### src/rtl/brc_resolve_unit.sv
// brc_resolve_unit: resolves EX-stage branches, sequences mispredict flush and hands the corrected PC to fetch.
// Optional BRC_STATS_EN adds stat_branches / stat_mispredicts counters.
module brc_resolve_unit #(
   parameter int FLUSH_CYCLES = 2,
   parameter int XLEN         = 32
) (
   input  logic            i_clk,
   input  logic            i_rst_n,
   input  logic            br_valid,
   input  logic [2:0]      br_funct3,
   input  logic            A_eq_B,
   input  logic            A_lt_B,
   input  logic            A_lt_B_s,
   input  logic            br_pred_taken,
   input  logic [XLEN-1:0] br_pc,
   input  logic [XLEN-1:0] br_target,
   input  logic            redirect_ready,
   output logic            br_taken,
   output logic            flush,
   output logic            busy,
   output logic            redirect_valid,
   output logic [XLEN-1:0] redirect_pc,
   output logic            br_illegal
`ifdef BRC_STATS_EN
   ,
   output logic [31:0]     stat_branches,
   output logic [31:0]     stat_mispredicts
`endif
);
   typedef enum logic [1:0] {IDLE, FLUSH, REDIRECT} state_t;
   state_t          state_q;
   logic [2:0]      cnt_q;
   logic            br_taken_q, br_illegal_q, flush_q, busy_q, rv_q;
   logic [XLEN-1:0] rpc_q;
   logic            legal, cmp, taken, accept, mispredict;
   logic [XLEN-1:0] correct_pc;
   // funct3[0] inverts the base comparison (BNE/BGE/BGEU)
   always_comb begin
      legal      = br_funct3[2:1] != 2'b01;
      cmp        = br_funct3[2:1] == 2'b00 ? A_eq_B :
                   br_funct3[2:1] == 2'b10 ? A_lt_B_s :
                   br_funct3[2:1] == 2'b11 ? A_lt_B : 1'b0;
      taken      = legal & (cmp ^ br_funct3[0]);
      accept     = br_valid & (state_q == IDLE);
      mispredict = legal & (taken ^ br_pred_taken);
      correct_pc = taken ? br_target : br_pc + XLEN'(4);
   end
   always_ff @(posedge i_clk) begin
      if (!i_rst_n) begin
         state_q      <= IDLE;
         cnt_q        <= '0;
         br_taken_q   <= 1'b0;
         br_illegal_q <= 1'b0;
         flush_q      <= 1'b0;
         busy_q       <= 1'b0;
         rv_q         <= 1'b0;
         rpc_q        <= '0;
      end else begin
         br_taken_q   <= accept & taken;
         br_illegal_q <= accept & ~legal;
         case (state_q)
            IDLE: if (accept & mispredict) begin
               rpc_q  <= correct_pc;
               busy_q <= 1'b1;
               if (FLUSH_CYCLES == 0) begin
                  state_q <= REDIRECT;
                  rv_q    <= 1'b1;
               end else begin
                  state_q <= FLUSH;
                  cnt_q   <= 3'(FLUSH_CYCLES);
                  flush_q <= 1'b1;
               end
            end
            FLUSH: if (cnt_q == 3'd1) begin
               state_q <= REDIRECT;
               flush_q <= 1'b0;
               rv_q    <= 1'b1;
            end else begin
               cnt_q <= cnt_q - 3'd1;
            end
            REDIRECT: if (redirect_ready) begin
               state_q <= IDLE;
               rv_q    <= 1'b0;
               busy_q  <= 1'b0;
            end
            default: state_q <= IDLE;
         endcase
      end
   end
   assign br_taken       = br_taken_q;
   assign br_illegal     = br_illegal_q;
   assign flush          = flush_q;
   assign busy           = busy_q;
   assign redirect_valid = rv_q;
   assign redirect_pc    = rpc_q;
`ifdef BRC_STATS_EN
   logic [31:0] nbr_q, nmis_q;
   always_ff @(posedge i_clk) begin
      if (!i_rst_n) begin
         nbr_q  <= '0;
         nmis_q <= '0;
      end else begin
         nbr_q  <= nbr_q + 32'(accept & legal);
         nmis_q <= nmis_q + 32'(accept & mispredict);
      end
   end
   assign stat_branches    = nbr_q;
   assign stat_mispredicts = nmis_q;
`endif
endmodule
### config.mk
export PLATFORM = sky130hd
export DESIGN_NAME = brc_resolve_unit
export DESIGN_NICKNAME = d
export VERILOG_FILES = /design/src/rtl/brc_resolve_unit.sv
export SDC_FILE = /design/constraint.sdc
export NUM_CORES = 1
export LEC_CHECK = 0
export BUFFER_PORTS_ARGS = -buffer_cell sky130_fd_sc_hd__buf_2
export CORE_MARGIN = 2
export CORE_UTILIZATION = 39
export DETAILED_ROUTE_END_ITERATION = 6
export PLACE_DENSITY = 0.7
export SYNTH_ARGS = -nofsm -noshare
export SYNTH_HDL_FRONTEND = slang
export SYNTH_SLANG_ARGS = --single-unit
### constraint.sdc
create_clock -name i_clk -period 1.6 [get_ports i_clk]
set_input_delay 0.08 -clock i_clk [delete_from_list [all_inputs] [get_ports i_clk]]
set_output_delay 0.08 -clock i_clk [all_outputs]
set_load 0.01 [all_outputs]
==> results of run 1 <==
## layout by cell type, fill, tap and decap left out, drive strengths merged, types with 4 or more instances in the layout
cell type  instances
a21o               7
nor2              29
inv               10
buf              173
nor3               8
nand2             30
nand3             18
a21oi             26
xnor2             11
o32ai              9
o31ai              4
nor4               7
o22ai              4
and3               5
and4               4
o21a               6
o2bb2ai            6
dfxtp             42
nand2b             4
o2111ai            4
a32o               4
o21ai             12
xor2               9
nor3b              4
or4                4
a2111o             5
a31oi              5
nand4              8
clkbuf             5
## power by group through the flow
stage	sequential, uW	clock (uW)	combinational, uW
global route	1190	812	1100
detailed placement	1210	0	966
global placement	1210	0	942
floorplan	1240	0	442
CTS	1180	774	971
finish	1190	760	1000
## per-stage QoR
stage | setup TNS, ns | area, um^2 | total power [uW] | hold slack [ns] | worst slack, ns
4_1_cts | -0.00347 | 3870 | 2930 | 0.0243 | -0.00347
6_report | 0 | 3930 | 2950 | 0.0341 | 0.0429
3_5_place_dp | -2.09 | 3770 | 2170 | 0.357 | -0.240
2_1_floorplan | -0.0910 | 2710 | 1680 | 0.240 | -0.0592
3_3_place_gp | -1.34 | 3770 | 2150 | 0.352 | -0.214
5_1_grt | -0.118 | 3930 | 3100 | 0.0383 | -0.0360
## flip-flops by register name (all words and copies together), names as in the netlist
name and cells:
redirect_pc 32, cnt_q 3, state_q 2, br_illegal 1
br_taken 1, busy 1, flush 1, redirect_valid 1
## how the worst max path moves through the flow
| stage | cells after the start | slack [ns] | end |
|---|---|---|---|
| global route | 6 | -0.04 | redirect_pc[23] |
| floorplan | 7 | -0.06 | redirect_pc[28] |
| global placement | 7 | -0.21 | redirect_pc[26] |
| finish | 7 | 0.04 | redirect_pc[26] |
| CTS | 5 | -0.003 | redirect_pc[20] |
| detailed placement | 7 | -0.24 | redirect_pc[26] |
## layout make-up
class                      instances  area share, %
multi-input combinational        267           46.0
timing repair buffer             173           26.7
sequential                        42           21.4
tap                               80           2.55
clock buffer                       5           1.75
inverter                           9          0.860
clock inverter                     3          0.732
## routing by layer
| metal | wire length [um] | up-vias | global-route usage, % |
|---|---|---|---|
| li1 | - | 1596 | - |
| met1 | 3950 | 1505 | 29.7 |
| met2 | 4240 | 121 | 38.5 |
| met3 | 525 | 18 | 4.27 |
| met4 | 161 | 0 | 7.24 |
| met5 | 0 | - | 0 |
## worst max-delay path: stages
cell and delay (ns):
buf_2 0.12, ha_4 0.16, nand4_4 0.10, or4_4 0.59, or4_1 0.44, a21oi_1 0.15
o311a_1 0.16
## kinds of logic (layout without fill, tap and decap cells)
kind of cell,after synthesis,count (layout),synth area share [%]
AOI/OAI and AO/OA,107,107,28.7
DFF,42,42,31.3
muxes,3,3,1.12
buffers and inverters,30,190,4.75
xor gates and xnor gates,20,20,6.52
and+or+nand+nor,134,134,26.2
adders and majority gates,3,3,1.40
==> reports/qor.csv, run 1 <==
stage,metric,value,unit
power,combinational share of power,34.0,%
finish,Fill cells,620,
finish,Post-Layout Cell Count,579,
sta,final period utilization,97.3,%
sta,Worst Tran Pin Value,0.417,ns
synthesis,Yosys warnings,0,
detailed_routing,Routed Antenna Nets,0,
min_path,worst hold start,br_pc[1],
critical_path,Critical Path Start,br_pc[2],
clock_network,TritonCTS clock tree,yes,
floorplan,Cell Rows,30,
sta,Pins Over Slew Limit,0,
synthesis,Synth Register Bits,42,
floorplan,initial core utilization,40.0,%
sta,Slew HR,72.2,%
flow_run,Max-Cap Viols,0,
detailed_routing,Via density,5.60,
placed_design,Final GP Congestion,0.914,
synthesis,post-synthesis sequential area ratio,31.3,%
power,Switching Fraction,34.3,%
critical_path,Worst Path Max Fanout,12,
critical_path,Worst EP arrival,1.81,ns
clock_network,worst skew pair latency,0.31,ns
clock_network,clock root cell,clkbuf_8,
finish,Nets,576,
power,P_sw,1010,uW
global_route,number of global-route vias before repair,3043,
finish,number of diodes,0,
placed_design,Post-DP HPWL,7000,um
power,power per standard cell area,749,nW/um^2
status,outcome,"finished, final reports clean",
synthesis,Synth Flop Type,dfxtp_1,
synthesis,ys async rst share,0,%
floorplan,I/O pin cnt,112,
min_path,Worst Hold Path Cells,3,
synthesis,Synth cell types,57,
finish,sequential cell area,841,um^2
clock_network,Sink Count,42,
critical_path,reg-to-reg critical path startpoint,state_q[0],
synthesis,dominant cell type by area after synthesis,dfxtp_1,
critical_path,crit path capture type,register,
critical_path,r2r setup slk,0.08,ns
detailed_routing,drt pass-1 iters,5,
sta,Final Hold Viols,0,
synthesis,synth cell count leaders,"dfxtp_1, nand2_1, nor2_1, a21oi_1, nand3_1",
floorplan,die height,87.0,um
finish,Layout area overhead,46.3,%
sta,Tmin final,1.56,ns
placed_design,Inst Count DP,571,
finish,Multi-input gate area,1810,um^2
power,clock share of power,25.8,%
synthesis,area of the mapped netlist,2690,um^2
synthesis,Synth top area share,31.3,%
floorplan,Die ar.,7570,um^2
sta,skew final,0.00996,ns
critical_path,CP Class,in -> reg,
sta,setup violators final,0,
critical_path,Crit Reg-Reg Endpoint,redirect_pc[4],
detailed_routing,DR WL/cell,15.3,um
clock_network,CTS Hold Bufs,0,
detailed_routing,DRC errors left,0,
global_route,initial antenna violation count,0,
finish,share of layout cells above drive strength 1,41.5,%
critical_path,crit path launch type,input pin,
power,Pint,1930,uW
clock_network,H-tree depth,2,
synthesis,Synth Area per Inst,7.92,um^2
clock_network,clk slew on worst S/H paths,0.09,ns
clock_network,post-CTS resize count,1,
synthesis,syn nets,417,
detailed_routing,DR vias,3240,
global_route,first-pass GRT wire length,13900,um
global_route,total track usage,23.0,%
power,Seq pwr share,40.2,%
global_route,Congestion Overflow GR,0,
critical_path,"Req. time, crit path",1.85,ns
detailed_routing,WL final,8870,um
global_route,largest net degree at the start of global routing,18,
clock_network,maximum clock insertion buffer count,2,
clock_network,total CTS buffers,5,
power,Leak,0.00177,uW
critical_path,Reg2Reg Depth,6,
synthesis,ranking of synthesized cells by area,"dfxtp_1, a21oi_1, nand2_1",
min_path,hold worst-path end,redirect_pc[1],
floorplan,Die W,87.0,um
detailed_routing,Iter 0 DRT Violations,164,
synthesis,most numerous cell in the Yosys netlist,dfxtp_1,
floorplan,core footprint,6720,um^2
min_path,type of the most critical hold path,in -> reg,
clock_network,Post-CTS Setup Bufs,0,
sta,Max Freq,0.642,GHz
synthesis,number of synthesized flops with an enable pin,0,
finish,Layout Utilization,58.5,%
power,"IR drop worst, VDD",0.386,mV
placed_design,port buffer count,111,
synthesis,Cells after Synth,339,
No activity file was read; power rests on OpenSTA's default activity.
==> run 2: changes to the inputs <==
--- a/config.mk
+++ b/config.mk
@@ -10,6 +10,7 @@
 export CORE_UTILIZATION = 39
 export DETAILED_ROUTE_END_ITERATION = 6
 export PLACE_DENSITY = 0.7
+export SETUP_SLACK_MARGIN = 0.5
 export SYNTH_ARGS = -nofsm -noshare
 export SYNTH_HDL_FRONTEND = slang
 export SYNTH_SLANG_ARGS = --single-unit
==> reports/qor.csv, run 2 (synthesized netlist as in run 1, its figures left out) <==
stage,metric,value,unit,change
sta,final period utilization,93.9,%,-3.4 points
min_path,Worst Hold Path Cells,3,,unchanged
sta,Pins Over Slew Limit,0,,unchanged
placed_design,Post-DP HPWL,7120,um,+1.8%
clock_network,clock root cell,clkbuf_8,,
sta,Slew HR,66.4,%,-5.8 points
min_path,hold worst-path end,redirect_pc[0],,
critical_path,Worst Path Max Fanout,4,,-8
floorplan,core footprint,6720,um^2,unchanged
critical_path,Crit Reg-Reg Endpoint,redirect_pc[22],,
clock_network,worst skew pair latency,0.30,ns,about the same
critical_path,Top delay family on crit path,simple AND/OR/NAND/NOR gates,,
critical_path,"Req. time, crit path",1.85,ns,about the same
global_route,Congestion Overflow GR,0,,unchanged
clock_network,TritonCTS clock tree,yes,,
finish,final instance area,4470,um^2,+14%
finish,number of flip-flops in the largest register,32,,unchanged
global_route,largest net degree at the start of global routing,20,,+2
critical_path,Critical Path Start,br_pc[3],,
power,Leak,0.00190,uW,+7.3%
floorplan,I/O pin cnt,112,,unchanged
finish,Layout area overhead,66.3,%,
global_route,number of global-route vias before repair,3141,,+3.2%
detailed_routing,DR vias,3360,,+3.7%
power,total power,3150,uW,+7.0%
detailed_routing,DRC errors left,0,,unchanged
critical_path,reg-to-reg critical path startpoint,state_q[1],,
finish,Nets,588,,+2.1%
clock_network,Sink Count,42,,unchanged
critical_path,Reg2Reg Depth,5,,-1
clock_network,CTS Hold Bufs,0,,unchanged
global_route,met1 GRT Util,33.4,%,+3.7 points
power,Pint,2020,uW,+4.7%
floorplan,Cell Rows,30,,unchanged
global_route,first-pass GRT wire length,15000,um,+8.3%
sta,skew final,0.00776,ns,-0.00220 ns
clock_network,clk slew on worst S/H paths,0.09,ns,about the same
critical_path,r2r setup slk,0.14,ns,+0.06 ns
detailed_routing,drt pass-1 iters,4,,-1
finish,"most common cell after layout, fill and taps aside",buf_2,,
finish,Multi-input gate area,2250,um^2,+24%
critical_path,CP Class,in -> reg,,
sta,Worst Tran Pin Value,0.502,ns,+0.0850 ns
finish,number of diodes,0,,unchanged
power,combinational share of power,39.2,%,+5.2 points
placed_design,Final GP Congestion,0.898,,-1.8%
min_path,worst hold start,br_target[0],,
detailed_routing,Routed Antenna Nets,0,,unchanged
critical_path,Worst EP arrival,1.75,ns,-0.06 ns
floorplan,die height,87.0,um,unchanged
sta,setup violators final,0,,unchanged
global_route,total track usage,25.2,%,+2.2 points
power,P_sw,1130,uW,+12%
finish,Layout Utilization,66.5,%,+8.0 points
critical_path,crit-path cells,buf_8 -> ha_4 -> nand4_4 -> or4_4 -> buf_6 -> buf_4 -> or3_1 -> nand3_1 -> a32o_1,,
global_route,grt met2 use,42.6,%,+4.1 points
detailed_routing,DR WL/cell,16.6,um,+8.2%
floorplan,Die W,87.0,um,unchanged
finish,Fill cells,537,,-13%
clock_network,maximum clock insertion buffer count,2,,unchanged
critical_path,crit path buf inv count,3,,+2
critical_path,Max stage delay on crit path,0.51,ns,-0.08 ns
min_path,type of the most critical hold path,in -> reg,,
sta,hold slack,0.0323,ns,-0.00183 ns
sta,Max Freq,0.666,GHz,+3.7%
finish,share of layout cells above drive strength 1,53.8,%,+12 points
clock_network,H-tree depth,2,,unchanged
sta,RSZ-0062 raised after global routing,yes,,
sta,Tmin final,1.50,ns,-0.0550 ns
global_route,initial antenna violation count,0,,unchanged
detailed_routing,Via density,5.69,,+1.6%
detailed_routing,WL final,9800,um,+10%
critical_path,crit path capture type,register,,
placed_design,placed inst area,4000,um^2,+6.1%
sta,Final Hold Viols,0,,unchanged
global_route,met3 Usage GRT,3.79,%,-0.47 points
detailed_routing,Iter 0 DRT Violations,205,,+25%
placed_design,port buffer count,111,,unchanged
finish,Post-Layout Cell Count,591,,+2.1%
power,"IR drop worst, VDD",0.363,mV,-6.1%
power,Switching Fraction,35.8,%,+1.5 points
power,clock share of power,22.9,%,-2.9 points
power,Seq pwr share,37.9,%,-2.3 points
power,power per standard cell area,706,nW/um^2,-5.8%
status,outcome,"finished, final reports clean",,
finish,sequential cell area,847,um^2,+0.74%
critical_path,number of cells on the critical path,9,,+2
flow_run,Max-Cap Viols,0,,unchanged
critical_path,"Max stage delay cell, worst path",or4_4,,
finish,"commonest non-fill, non-tap cells in the layout","buf_2, buf_4, dfxtp_1, nor2_1, nand2_1",,
floorplan,Die ar.,7570,um^2,unchanged
global_route,Top Usage Layer GRT,met2,,
clock_network,total CTS buffers,5,,unchanged
placed_design,Inst Count DP,567,,-0.70%
floorplan,initial core utilization,40.0,%,unchanged
critical_path,crit path launch type,input pin,,
run 2: cell count changes in the layout (fill, tap and decap cells not counted), moves of 4 or more:
cell     delta
buf_6       +5
a21oi_1    -12
nand3_1     -5
nand3_4     +4
o21ai_0     -5
xnor2_1     -5
xnor2_2     +5
buf_4       +5
a21oi_2    +12
run 2: final cells by class:
type / instances / area share (%)
well taps: 80 / 2.24
repair buffers: 182 / 25.7
inverters: 9 / 0.756
clock inverters: 3 / 0.476
multi-input cells: 270 / 50.3
clock buffers: 5 / 1.54
flip-flops and latches: 42 / 19.0
run 2: through the flow:
step / worst slack [ns] / setup TNS, ns
floorplan: -0.0588 / -0.0734
global placement: -0.217 / -1.52
detailed placement: -0.275 / -2.15
CTS: 0.0940 / 0
global route: 0.0799 / 0
finish: 0.0979 / 0
run 2: worst register-to-register path, cell delays in order (launching register included):
cell	delay (ns)
dfxtp_2	0.34
nor3b_4	0.29
and2_4	0.29
a21oi_2	0.08
buf_6	0.16
a32o_1	0.20
run 2: power by group through the flow:
stage / logic, uW / registers (uW) / clock network, uW
after global placement: 1040 / 1220 / 0
after global routing: 1330 / 1200 / 777
after detailed placement: 1060 / 1220 / 0
final: 1230 / 1200 / 722
after CTS: 1170 / 1190 / 733
after floorplan: 595 / 1250 / 0
run 2: metal layers:
metal / share of wire, % / wire length [um]
met2: 50 / 4860
met3: 5.8 / 566
met1: 44 / 4270
met5: 0 / 0
met4: 1.0 / 99
run 2: how the worst max path moves through the flow:
stage,to,slack [ns]
2_1_floorplan,redirect_pc[28],-0.06
3_3_place_gp,redirect_pc[26],-0.22
3_5_place_dp,redirect_pc[26],-0.28
4_1_cts,redirect_pc[26],0.09
5_1_grt,redirect_pc[28],0.08
6_report,redirect_pc[22],0.1
run 2: what timing repair did:
action	CTS	global route
endpoints found under the setup margin	40	41
pin swaps	18	10
cloned	3	0
resized for setup	32	21
setup buffers	12	1
